`config.mk`:
```
export PLATFORM = sky130hd
export DESIGN_NAME = multicycle_ctrl
export DESIGN_NICKNAME = d
export VERILOG_FILES = /design/src/rtl/multicycle_ctrl.sv
export SDC_FILE = /design/constraint.sdc
export NUM_CORES = 1
export LEC_CHECK = 0
export ABC_AREA = 1
export CORE_UTILIZATION = 44
export DETAILED_ROUTE_END_ITERATION = 16
export GPL_TIMING_DRIVEN = 1
export PLACE_DENSITY_LB_ADDON = 0.2
export REMOVE_ABC_BUFFERS = 1
export SKIP_CTS_REPAIR_TIMING = 1
export SLEW_MARGIN = 20
export SYNTH_ARGS = -nofsm -noshare
export SYNTH_HDL_FRONTEND = slang
export SYNTH_SLANG_ARGS = --single-unit
```
`constraint.sdc`:
```
create_clock -name CLK -period 14.9 [get_ports CLK]
set_input_delay 3.725 -clock CLK [delete_from_list [all_inputs] [get_ports CLK]]
set_output_delay 3.725 -clock CLK [all_outputs]
set_load 0.02 [all_outputs]
```
`src/rtl/multicycle_ctrl.sv`:
```
// Multi-cycle control FSM for the CPU31 datapath: sequences FETCH/DECODE/EXEC/MEM/WB,
// decodes the one-hot instruction vector into datapath strobes, counts retirements, traps on illegal decodes.
module multicycle_ctrl #(
    parameter int DECODE_W = 54,
    parameter int CNT_W    = 32
) (
    input  logic                CLK,
    input  logic                RST,
    input  logic                RUN,
    input  logic [DECODE_W-1:0] DECODE,
    input  logic                ZERO,
    input  logic                MEM_ACK,
    output logic                IM_RE,
    output logic                IR_WE,
    output logic                PC_WE,
    output logic [1:0]          PC_SEL,
    output logic                RF_WE,
    output logic [1:0]          WB_SEL,
    output logic                DM_RE,
    output logic                DM_WE,
    output logic [3:0]          ALU_OP,
    output logic                ALUA_SEL,
    output logic                ALUB_SEL,
    output logic                EXT_SIGNED,
    output logic [2:0]          STATE,
    output logic                ILLEGAL,
    output logic [CNT_W-1:0]    INSTR_CNT
);

    localparam logic [2:0] S_IDLE   = 3'd0;
    localparam logic [2:0] S_FETCH  = 3'd1;
    localparam logic [2:0] S_DECODE = 3'd2;
    localparam logic [2:0] S_EXEC   = 3'd3;
    localparam logic [2:0] S_MEM    = 3'd4;
    localparam logic [2:0] S_WB     = 3'd5;
    localparam logic [2:0] S_TRAP   = 3'd6;

    localparam int B_JR  = 16;
    localparam int B_LW  = 22;
    localparam int B_SW  = 23;
    localparam int B_BEQ = 24;
    localparam int B_BNE = 25;
    localparam int B_J   = 29;
    localparam int B_JAL = 30;

    localparam logic [3:0] ALU_ADD  = 4'd0;
    localparam logic [3:0] ALU_SUB  = 4'd1;
    localparam logic [3:0] ALU_AND  = 4'd2;
    localparam logic [3:0] ALU_OR   = 4'd3;
    localparam logic [3:0] ALU_XOR  = 4'd4;
    localparam logic [3:0] ALU_NOR  = 4'd5;
    localparam logic [3:0] ALU_SLT  = 4'd6;
    localparam logic [3:0] ALU_SLTU = 4'd7;
    localparam logic [3:0] ALU_SLL  = 4'd8;
    localparam logic [3:0] ALU_SRL  = 4'd9;
    localparam logic [3:0] ALU_SRA  = 4'd10;
    localparam logic [3:0] ALU_LUI  = 4'd11;

    localparam logic [1:0] PC_SEQ  = 2'd0;
    localparam logic [1:0] PC_BR   = 2'd1;
    localparam logic [1:0] PC_JMP  = 2'd2;
    localparam logic [1:0] PC_RS   = 2'd3;

    localparam logic [1:0] WB_ALU  = 2'd0;
    localparam logic [1:0] WB_MEM  = 2'd1;
    localparam logic [1:0] WB_LINK = 2'd2;

    localparam logic [CNT_W-1:0] CNT_ONE = {{(CNT_W-1){1'b0}}, 1'b1};

    function automatic logic decode_legal(input logic [DECODE_W-1:0] dec);
        logic [5:0] ones;
        ones = 6'd0;
        for (int i = 0; i < 31; i++) begin
            ones = ones + {5'd0, dec[i]};
        end
        return (ones == 6'd1) && (dec[DECODE_W-1:31] == '0);
    endfunction

    function automatic logic [3:0] alu_op_of(input logic [DECODE_W-1:0] dec);
        logic [3:0] op;
        if (dec[2] | dec[3] | dec[B_BEQ] | dec[B_BNE]) begin
            op = ALU_SUB;
        end else if (dec[4] | dec[19]) begin
            op = ALU_AND;
        end else if (dec[5] | dec[20]) begin
            op = ALU_OR;
        end else if (dec[6] | dec[21]) begin
            op = ALU_XOR;
        end else if (dec[7]) begin
            op = ALU_NOR;
        end else if (dec[8] | dec[26]) begin
            op = ALU_SLT;
        end else if (dec[9] | dec[27]) begin
            op = ALU_SLTU;
        end else if (dec[10] | dec[13]) begin
            op = ALU_SLL;
        end else if (dec[11] | dec[14]) begin
            op = ALU_SRL;
        end else if (dec[12] | dec[15]) begin
            op = ALU_SRA;
        end else if (dec[28]) begin
            op = ALU_LUI;
        end else begin
            op = ALU_ADD;
        end
        return op;
    endfunction

    function automatic logic alua_of(input logic [DECODE_W-1:0] dec);
        return dec[10] | dec[11] | dec[12];
    endfunction

    function automatic logic alub_of(input logic [DECODE_W-1:0] dec);
        return (|dec[B_SW:17]) | dec[26] | dec[27] | dec[28];
    endfunction

    function automatic logic ext_of(input logic [DECODE_W-1:0] dec);
        return dec[17] | dec[18] | dec[B_LW] | dec[B_SW] | dec[B_BEQ] | dec[B_BNE]
             | dec[26] | dec[27];
    endfunction

    logic [2:0]       r_state;
    logic             r_illegal;
    logic [CNT_W-1:0] r_instr_cnt;

    logic [2:0]       w_next_state;
    logic [2:0]       w_retire_target;
    logic             w_legal;
    logic             w_is_mem;
    logic             w_is_ctl;
    logic             w_retire;

    logic             w_im_re;
    logic             w_ir_we;
    logic             w_pc_we;
    logic [1:0]       w_pc_sel;
    logic             w_rf_we;
    logic [1:0]       w_wb_sel;
    logic             w_dm_re;
    logic             w_dm_we;
    logic [3:0]       w_alu_op;
    logic             w_alua_sel;
    logic             w_alub_sel;
    logic             w_ext_signed;

    assign w_legal         = decode_legal(DECODE);
    assign w_is_mem        = DECODE[B_LW] | DECODE[B_SW];
    assign w_is_ctl        = DECODE[B_JR] | DECODE[B_BEQ] | DECODE[B_BNE] | DECODE[B_J] | DECODE[B_JAL];
    assign w_retire_target = RUN ? S_FETCH : S_IDLE;

    // Retire points: control transfers in EXEC, stores on their ack, everything else in WB.
    assign w_retire = ((r_state == S_EXEC) && w_is_ctl && !w_is_mem)
                   || ((r_state == S_MEM) && MEM_ACK && !DECODE[B_LW])
                   ||  (r_state == S_WB);

    // State, trap flag and retirement counter.
    always_ff @(posedge CLK) begin
        if (RST) begin
            r_state     <= S_IDLE;
            r_illegal   <= 1'b0;
            r_instr_cnt <= '0;
        end else begin
            r_state <= w_next_state;
            if ((r_state == S_DECODE) && !w_legal) begin
                r_illegal <= 1'b1;
            end else begin
                r_illegal <= r_illegal;
            end
            if (w_retire) begin
                r_instr_cnt <= r_instr_cnt + CNT_ONE;
            end else begin
                r_instr_cnt <= r_instr_cnt;
            end
        end
    end

    // Next-state selection.
    always_comb begin
        w_next_state = r_state;
        case (r_state)
            S_IDLE: begin
                if (RUN) w_next_state = S_FETCH;
                else     w_next_state = S_IDLE;
            end
            S_FETCH: begin
                if (MEM_ACK) w_next_state = S_DECODE;
                else         w_next_state = S_FETCH;
            end
            S_DECODE: begin
                if (w_legal) w_next_state = S_EXEC;
                else         w_next_state = S_TRAP;
            end
            S_EXEC: begin
                if (w_is_mem)      w_next_state = S_MEM;
                else if (w_is_ctl) w_next_state = w_retire_target;
                else               w_next_state = S_WB;
            end
            S_MEM: begin
                if (!MEM_ACK)          w_next_state = S_MEM;
                else if (DECODE[B_LW]) w_next_state = S_WB;
                else                   w_next_state = w_retire_target;
            end
            S_WB:    w_next_state = w_retire_target;
            S_TRAP:  w_next_state = S_TRAP;
            default: w_next_state = S_IDLE;
        endcase
    end

    // Datapath strobes decoded from the current state and instruction.
    always_comb begin
        w_im_re      = 1'b0;
        w_ir_we      = 1'b0;
        w_pc_we      = 1'b0;
        w_pc_sel     = PC_SEQ;
        w_rf_we      = 1'b0;
        w_wb_sel     = WB_ALU;
        w_dm_re      = 1'b0;
        w_dm_we      = 1'b0;
        w_alu_op     = ALU_ADD;
        w_alua_sel   = 1'b0;
        w_alub_sel   = 1'b0;
        w_ext_signed = 1'b0;
        case (r_state)
            S_FETCH: begin
                w_im_re = 1'b1;
                if (MEM_ACK) begin
                    w_ir_we  = 1'b1;
                    w_pc_we  = 1'b1;
                    w_pc_sel = PC_SEQ;
                end else begin
                    w_ir_we  = 1'b0;
                    w_pc_we  = 1'b0;
                end
            end
            S_EXEC: begin
                w_alu_op     = alu_op_of(DECODE);
                w_alua_sel   = alua_of(DECODE);
                w_alub_sel   = alub_of(DECODE);
                w_ext_signed = ext_of(DECODE);
                if (DECODE[B_BEQ] | DECODE[B_BNE]) begin
                    w_pc_sel = PC_BR;
                    w_pc_we  = DECODE[B_BEQ] ? ZERO : ~ZERO;
                end else if (DECODE[B_J] | DECODE[B_JAL]) begin
                    w_pc_sel = PC_JMP;
                    w_pc_we  = 1'b1;
                    w_rf_we  = DECODE[B_JAL];
                    w_wb_sel = DECODE[B_JAL] ? WB_LINK : WB_ALU;
                end else if (DECODE[B_JR]) begin
                    w_pc_sel = PC_RS;
                    w_pc_we  = 1'b1;
                end else begin
                    w_pc_we  = 1'b0;
                end
            end
            S_MEM: begin
                // ALU keeps producing the effective address while the request is pending.
                w_alu_op     = alu_op_of(DECODE);
                w_alub_sel   = alub_of(DECODE);
                w_ext_signed = ext_of(DECODE);
                w_dm_re      = DECODE[B_LW];
                w_dm_we      = DECODE[B_SW];
            end
            S_WB: begin
                w_alu_op     = alu_op_of(DECODE);
                w_alua_sel   = alua_of(DECODE);
                w_alub_sel   = alub_of(DECODE);
                w_ext_signed = ext_of(DECODE);
                w_rf_we      = 1'b1;
                w_wb_sel     = DECODE[B_LW] ? WB_MEM : WB_ALU;
            end
            default: begin
                w_im_re = 1'b0;
            end
        endcase
    end

    assign IM_RE      = w_im_re;
    assign IR_WE      = w_ir_we;
    assign PC_WE      = w_pc_we;
    assign PC_SEL     = w_pc_sel;
    assign RF_WE      = w_rf_we;
    assign WB_SEL     = w_wb_sel;
    assign DM_RE      = w_dm_re;
    assign DM_WE      = w_dm_we;
    assign ALU_OP     = w_alu_op;
    assign ALUA_SEL   = w_alua_sel;
    assign ALUB_SEL   = w_alub_sel;
    assign EXT_SIGNED = w_ext_signed;
    assign STATE      = r_state;
    assign ILLEGAL    = r_illegal;
    assign INSTR_CNT  = r_instr_cnt;

endmodule

```
==> results.md, run 1 <==
- Total GRT Usage: 26.66%
- Async SR Flop Fraction: 0%
- Top cells by count, synth: nand2_1 (118), inv_1 (85), nor2_1 (70)
- Synthesized cell area: 0.003194 mm^2
- Ys flop type: dfxtp_1
- Seq/Total Area, Yosys: 22.56%
- Crit path DAT: 5.76 ns
- Maximum buffer depth of the clock tree: 2
- Total I/O pin count: 112
- 1st-iter DRT viols: 215
- Synth area leader: dfxtp_1
- Max-slew headroom: 69.19%
- Initial antenna violation count: 0
- Placer Congestion: 0.9940
- CTS HTree Levels: 2
- Setup Crit Path Kind: input pin to output port
- Final hold vios: 0
- Design internal power: 0.2143 mW
- Setup TNS: 0 ns
- Setup-failing EPs final: 0
- Clk sinks: 36
- Starting Density: 46.25%
- Port Buf Inserts: 111
- Final WL: 9.537 mm
- Fin Clk Skew: 0.01044 ns
- CTS root buf: clkbuf_8
- Fin crit share: 63.68%
- Row count: 30
- Core ar.: 0.006907 mm^2
- CP startpoint kind: input pin
- Placed Cells: 684
- DP Area: 0.004368 mm^2
- Leak Pwr: 1.753 nW
- Synth warn: 0
- Antenna diode instance count: 0
- Share of cells above drive strength 1: 4.530%
- Synth top area cells: dfxtp_1 (23%), nand2_1 (14%), fa_1 (14%), inv_1 (10%), nor2_1 (8.2%)
- Drt drc: 0
- CTS Buf Count: 5
- Status: finished clean
- Post-synth cell types: 36
- Post-synthesis cell count: 483
- Slew Limit Fails: 0
- DP Wirelength: 7.690 mm
- RSZ-0062 raised after global routing: no
- FF+latch count, synth: 36
- CTS tree: done
- Worst hold path class: register to register
- MaxCap Viol Count: 0
- Post-DRT Antenna Nets: 0
- Gr ovfl total: 0
- Post-Layout Inst Area: 0.004458 mm^2
- Fillcell total: 669
- Crit-path max FO: 4
- Psw: 0.1270 mW
- PnR Total Power: 0.3412 mW
- Peak Freq: 0.1054 GHz
- Routed vias: 3578
- Minimum clock period: 9.489 ns
- Die area: 0.007605 mm^2
- Clock share of power: 21.6%
- CP Capture Type: output port
- Data required, critical path: 11.18 ns
- Clock slew at reported path FFs: 0.06 ns
- Area fraction of the dominant cell type after synthesis: 22.56%
- Largest vdd supply drop: 0.00004861 V
- Die X: 87.21 um
- Layout Nets: 684
- Post-synth EDFFs: 0
- Sequential share of power: 29.0%
- First-pass GRT wire length: 15.75 mm
- Number of detailed-route iterations in the first pass: 5
- Net Sw Frac: 37.20%
- Fin util: 64.55%
- Power Dens Cells: 76.54 mW/mm^2
- Share of total power in combinational logic: 49.4%
- Slew @ Worst Pin: 0.4616 ns
- Die height: 87.21 um
- Area Overhead vs Synth: 39.56%
- Syn avg cell area: 6.613 um^2
- Post-route insts no fill: 692
- Top-count cell post-synth: nand2_1
- Number of global-route vias before repair: 3289
- Largest net degree at the start of global routing: 32
- Via density: 5.171
- Wire length per cell: 13.78 um
- Clk_lat worst skew: 0.30 ns
-- power by group through the flow --
| stage | Sequential (mW) | Clock (mW) | Combinational, mW |
|---|---|---|---|
| 2_1_floorplan | 0.102 | 0 | 0.103 |
| 3_3_place_gp | 0.101 | 0 | 0.165 |
| 3_5_place_dp | 0.101 | 0 | 0.169 |
| 4_1_cts | 0.0990 | 0.0745 | 0.170 |
| 5_1_grt | 0.0992 | 0.0786 | 0.194 |
| 6_report | 0.0991 | 0.0737 | 0.168 |
-- sequential cells by signal, summed over array words and instances, names as in the netlist --
register	count
STATE	3
INSTR_CNT	32
ILLEGAL	1
-- metal layers --
| layer | wire, um | global-route usage [%] |
|---|---|---|
| met2 | 4359 | 42.59 |
| met1 | 4316 | 36.95 |
| met5 | 0 | 0 |
| met3 | 697 | 5.213 |
| met4 | 163 | 7.004 |
-- critical path: stages --
cell and delay (ns):
clkdlybuf4s50_1 0.53, nor4_1 0.48, nand3_1 0.17, nor4_1 0.21, clkdlybuf4s50_1 0.65
-- through the flow --
stage,hold slack [ns],worst slack (ns)
3_3_place_gp,0.4404,5.492
5_1_grt,0.4746,5.260
3_5_place_dp,0.4496,5.406
4_1_cts,0.4601,5.412
6_report,0.4577,5.411
2_1_floorplan,0.5203,6.282
-- cells by family after synthesis --
logic type	share of synthesized area (%)
AO/OA/AOI/OAI	10.42
buffers and inverters	12.26
XOR/XNOR	1.645
AND/OR/NAND/NOR	36.19
flip-flops	22.56
adder cells (fa/ha/maj)	16.92
-- cell type report --
| type | count | area, um^2 | area share [%] |
|---|---|---|---|
| Clock buffer | 8 | 90.09 | 2.021 |
| Sequential cell | 36 | 720.7 | 16.17 |
| Timing Repair Buffer | 112 | 1119 | 25.09 |
| Inverter | 87 | 326.6 | 7.325 |
| Tap cell | 96 | 120.1 | 2.694 |
| Multi-Input combinational cell | 353 | 2082 | 46.70 |
-- worst paths after layout --
| check | slack, ns | depth (start not counted) | endpoint | from |
|---|---|---|---|---|
| setup / recovery | 5.41 | 5 | ALU_OP[3] | DECODE[24] |
| hold / removal | 0.46 | 2 | ILLEGAL | ILLEGAL |
| setup reg to reg | 12.98 | 8 | INSTR_CNT[4] | STATE[1] |
| hold reg to reg | 0.46 | 2 | ILLEGAL | ILLEGAL |
-- cell usage in the layout (no fill, tap or decap) --
cell / instances
nand3b_2: 1
nor3_2: 3
nor2_1: 70
a21oi_1: 33
inv_2: 2
a31oi_1: 3
xor2_1: 4
nand2_2: 1
nand4_1: 4
o21a_1: 2
o21bai_1: 1
o21ai_0: 11
nand2_1: 118
and3_1: 1
nor2_4: 1
nand3b_1: 2
nor3_1: 12
nor4_1: 15
nand3_1: 20
o21ai_2: 1
clkbuf_8: 6
buf_4: 1
xnor2_1: 2
o31ai_1: 1
clkbuf_1: 2
inv_1: 85
a41oi_1: 1
o211ai_1: 1
nor2_2: 3
clkdlybuf4s50_1: 111
ha_1: 8
nand3_2: 5
nand2_4: 2
a21boi_4: 1
o21ai_1: 4
dfxtp_1: 36
fa_1: 22
Note: power is estimated with default switching activity, not from simulation.
==> run 2: changes to the inputs <==
CORE_UTILIZATION = 42   (was 44)
clock period = 8.35 ns   (was 14.9 ns; I/O delays follow)
==> results.md, run 2 (synthesis gave the netlist of run 1 again) <==
- Status: finished clean
- Area of the multi-input gates: 0.002082 mm^2
- Worst Slack Setup Final: 1.626 ns
- Die height: 89.21 um
- Drt drc: 0
- Dpl ws: 1.344 ns
- CP Capture Type: register
- DP Wirelength: 7.542 mm
- DP Area: 0.004372 mm^2
- Total I/O pin count: 112
- Largest net degree at the start of global routing: 32
- Port Buf Inserts: 111
- Post-Layout Inst Area: 0.004498 mm^2
- Area Overhead vs Synth: 40.81%
- Worst hold path class: register to register
- Final WL: 9.252 mm
- First-pass GRT wire length: 14.97 mm
- Max stage delay on crit path: 0.55 ns
- Post-DRT Antenna Nets: 0
- Sequential cell area: 720.7 um^2
- CTS HTree Levels: 2
- Placer Congestion: 0.9060
- Largest vdd supply drop: 0.00009897 V
- CTS tree: done
- Crit path DAT: 6.90 ns
- Max-slew headroom: 66.00%
- Layout Nets: 684
- Clock slew at reported path FFs: 0.07 ns
- Data required, critical path: 8.53 ns
- Total GRT Usage: 24.34%
- Starting Density: 43.81%
- Share of cells above drive strength 1: 4.866%
- Clk sinks: 36
- Fin crit share: 80.52%
- 1st-iter DRT viols: 103
- Setup TNS: 0 ns
- Number of detailed-route iterations in the first pass: 4
- Final hold vios: 0
- Worst hold slack: 0.4646 ns
- Commonest non-fill, non-tap cell in the layout: nand2_1
- Die X: 89.21 um
- Critical path's most frequent cell: fa_1
- Slew Limit Fails: 0
- Initial antenna violation count: 0
- Via density: 5.033
- Fillcell total: 687
- Peak Freq: 0.1487 GHz
- CP startpoint kind: input pin
- RSZ-0062 raised after global routing: no
- Fin Clk Skew: 0.007889 ns
- Core ar.: 0.007292 mm^2
- Most frequent cells in the layout: nand2_1 (118), clkdlybuf4s50_1 (111), inv_1 (85)
- Slew @ Worst Pin: 0.5054 ns
- Maximum buffer depth of the clock tree: 2
- Minimum clock period: 6.724 ns
- Antenna diode instance count: 0
- CP cell instances: clkdlybuf4s50_1 -> inv_1 -> fa_1 -> inv_1 -> fa_1 -> fa_1 -> fa_1 -> fa_1 -> inv_1 -> fa_1 -> fa_1 -> nor4_1 -> nand2_1 -> nor2_1 -> nand2_1 -> nand2_1 -> a21oi_1
- Routed vias: 3498
- CTS root buf: clkbuf_8
- PnR Total Power: 0.6245 mW
- Crit-path max FO: 3
- Setup-failing EPs final: 0
- Leak Pwr: 1.772 nW
- Number of global-route vias before repair: 3483
- Power Dens Cells: 138.8 mW/mm^2
- Setup Crit Path Kind: input pin to register
- Wire length per cell: 13.31 um
- Row count: 31
- Gr ovfl total: 0
- Max reg flops: 32
- CTS Buf Count: 5
- Clk_lat worst skew: 0.30 ns
- MaxCap Viol Count: 0
- Critical-path top delay cell: fa_1
- Die area: 0.007958 mm^2
run 2: changes by cell type in the layout (fill, tap and decap cells not counted):
cell,change
clkbuf_1,-2
bufinv_16,+1
clkbuf_8,+1
run 2: power breakdown:
group | internal [mW] | switching (mW)
clock | 0.105 | 0.0658
sequential | 0.174 | 0.00305
combinational | 0.133 | 0.143
total | 0.412 | 0.212
run 2: layout make-up:
class	count	share of cell area, %
well taps	99	2.754
flip-flops and latches	36	16.02
clock buffers	7	2.142
repair buffers	112	24.87
inverters	87	7.260
multi-input cells	353	46.29
clock inverters	1	0.6676
run 2: metal layers:
| layer | wire length (um) | share of wire (%) | global-route usage [%] |
|---|---|---|---|
| met3 | 768 | 8.3 | 4.524 |
| met4 | 317 | 3.4 | 13.13 |
| met1 | 3785 | 41 | 26.93 |
| met2 | 4381 | 47 | 44.07 |
| met5 | 0 | 0 | 0 |
run 2: worst max-delay path: cells and delay by family:
family / cells / cell delay [ns]
buffers and inverters: 4 / 0.67
AOI/OAI and AO/OA: 1 / 0.06
adders and majority gates: 7 / 3.45
and+or+nand+nor: 5 / 0.63
run 2: metrics by stage:
| step | std cells | utilization, % |
|---|---|---|
| floorplan | 476 | - |
| global placement | 687 | 59.95 |
| detailed placement | 687 | 59.95 |
| CTS | 695 | 61.69 |
| global route | 695 | 61.69 |
| finish | 695 | 61.69 |
run 2: final timing paths:
path                   from           end  slack, ns  cells past startpoint
setup / recovery  DECODE[5]      STATE[2]       1.63                     17
setup reg to reg   STATE[1]  INSTR_CNT[4]       6.40                      8
hold / removal      ILLEGAL       ILLEGAL       0.46                      2
hold reg to reg     ILLEGAL       ILLEGAL       0.46                      2
==> run 3: changes to the inputs <==
clock period = 5.54 ns   (was 8.35 ns; I/O delays follow)
==> results.md, run 3 (synthesis gave the netlist of run 1 again) <==
- Status: complete, but fails checks
- Failing checks: negative setup slack
- CTS root buf: clkbuf_8
- Layout Nets: 701
- Final hold vios: 0
- Die X: 89.21 um
- DP Wirelength: 7.638 mm
- Fin Clk Skew: 0.01024 ns
- Final WL: 9.230 mm
- Setup TNS: -0.05594 ns
- Fin crit share: 100.5%
- Crit path DAT: 5.74 ns
- Post-route insts no fill: 714
- Placer Congestion: 0.9599
- Share of cells above drive strength 1: 9.625%
- Number of global-route vias before repair: 3398
- Setup-failing EPs final: 2
- RSZ-0062 raised after global routing: yes
- CP startpoint kind: input pin
- Maximum buffer depth of the clock tree: 2
- Slew @ Worst Pin: 0.5341 ns
- Worst Slack Setup Final: -0.02986 ns
- Psw: 0.3302 mW
- Max-slew headroom: 64.07%
- Peak Freq: 0.1795 GHz
- Via density: 4.989
- Clk sinks: 36
- Die area: 0.007958 mm^2
- CTS Buf Count: 5
- PnR Total Power: 0.9395 mW
- Worst hold path class: register to register
- Routed vias: 3562
- Clk_lat worst skew: 0.29 ns
- Design internal power: 0.6093 mW
- 1st-iter DRT viols: 97
- Fin util: 63.59%
- CTS HTree Levels: 2
- CTS tree: done
- Die height: 89.21 um
- Largest net degree at the start of global routing: 32
- Area Overhead vs Synth: 45.16%
- CP Capture Type: register
- Share of total power in combinational logic: 47.2%
- Port Buf Inserts: 111
- Leak Pwr: 1.941 nW
- Data required, critical path: 5.71 ns
- Placed Cells: 704
- Row count: 31
- Max reg flops: 32
- Slew Limit Fails: 0
- Largest vdd supply drop: 0.0001484 V
- Gr ovfl total: 0
- Sequential share of power: 28.3%
- Starting Density: 43.81%
- Worst hold slack: 0.4710 ns
- Crit-path max FO: 2
- Setup Crit Path Kind: input pin to register
- Clock slew at reported path FFs: 0.07 ns
- Power Dens Cells: 202.6 mW/mm^2
- MaxCap Viol Count: 0
- Commonest non-fill, non-tap cell in the layout: nand2_1
- Most frequent cells in the layout: nand2_1 (118), clkdlybuf4s50_1 (96), inv_1 (78)
- Total GRT Usage: 23.90%
- Clock share of power: 24.5%
- Drt drc: 0
- Core ar.: 0.007292 mm^2
- First-pass GRT wire length: 14.80 mm
- Minimum clock period: 5.570 ns
- Total I/O pin count: 112
- Post-DRT Antenna Nets: 0
- Initial antenna violation count: 2
- Net Sw Frac: 35.15%
- Number of detailed-route iterations in the first pass: 4
- Wire length per cell: 12.93 um
==> run 3: worst max-delay path: stages <==
cell     delay (ns)
buf_6          0.10
fa_1           0.54
inv_2          0.04
fa_1           0.50
inv_2          0.04
fa_1           0.52
fa_1           0.43
fa_1           0.51
inv_2          0.04
fa_1           0.53
fa_1           0.43
nor4_1         0.24
nand2_1        0.10
nor2_2         0.14
nand2_1        0.07
nand2_1        0.07
a21oi_1        0.06
==> run 3: path summary, 6_finish.rpt <==
| path | from | to | slack [ns] | cells after the start |
|---|---|---|---|---|
| worst min register to register | ILLEGAL | ILLEGAL | 0.47 | 2 |
| worst max-delay path | DECODE[15] | ILLEGAL | -0.03 | 17 |
| worst max register to register | INSTR_CNT[1] | INSTR_CNT[24] | 3.66 | 8 |
| worst min-delay path | ILLEGAL | ILLEGAL | 0.47 | 2 |
==> run 3: power groups by stage <==
stage / Clock [mW] / Combinational (mW) / Sequential [mW]
floorplan: 0 / 0.277 / 0.275
global placement: 0 / 0.420 / 0.272
detailed placement: 0 / 0.434 / 0.272
CTS: 0.234 / 0.439 / 0.266
global route: 0.243 / 0.537 / 0.266
finish: 0.230 / 0.443 / 0.266
==> run 3: routing by layer <==
metal  vias to the layer above  global-route usage, %  share of wire (%)
met5                         -                      0                  0
met4                         0                  10.39                3.0
met3                        26                  4.247                9.0
met2                       154                  44.48                 48
met1                      1599                  26.57                 40
li1                       1783                      -                  -
==> run 3: layout make-up <==
| type | instances | area [um^2] |
|---|---|---|
| antenna | 2 | 5.005 |
| multi-input combinational | 353 | 2093 |
| clock buffer | 6 | 72.57 |
| tap | 99 | 123.9 |
| timing repair buffer | 129 | 1260 |
| inverter | 87 | 326.6 |
| clock inverter | 2 | 35.03 |
| sequential | 36 | 720.7 |
| fill | 676 | 2655 |
==> run 3: stage by stage <==
stage	setup WS, ns	area (um^2)
2_1_floorplan	-0.01656	3129
3_3_place_gp	-0.7166	4499
3_5_place_dp	-0.7757	4499
4_1_cts	-0.5018	4607
5_1_grt	-0.1876	4637
6_report	-0.02986	4637
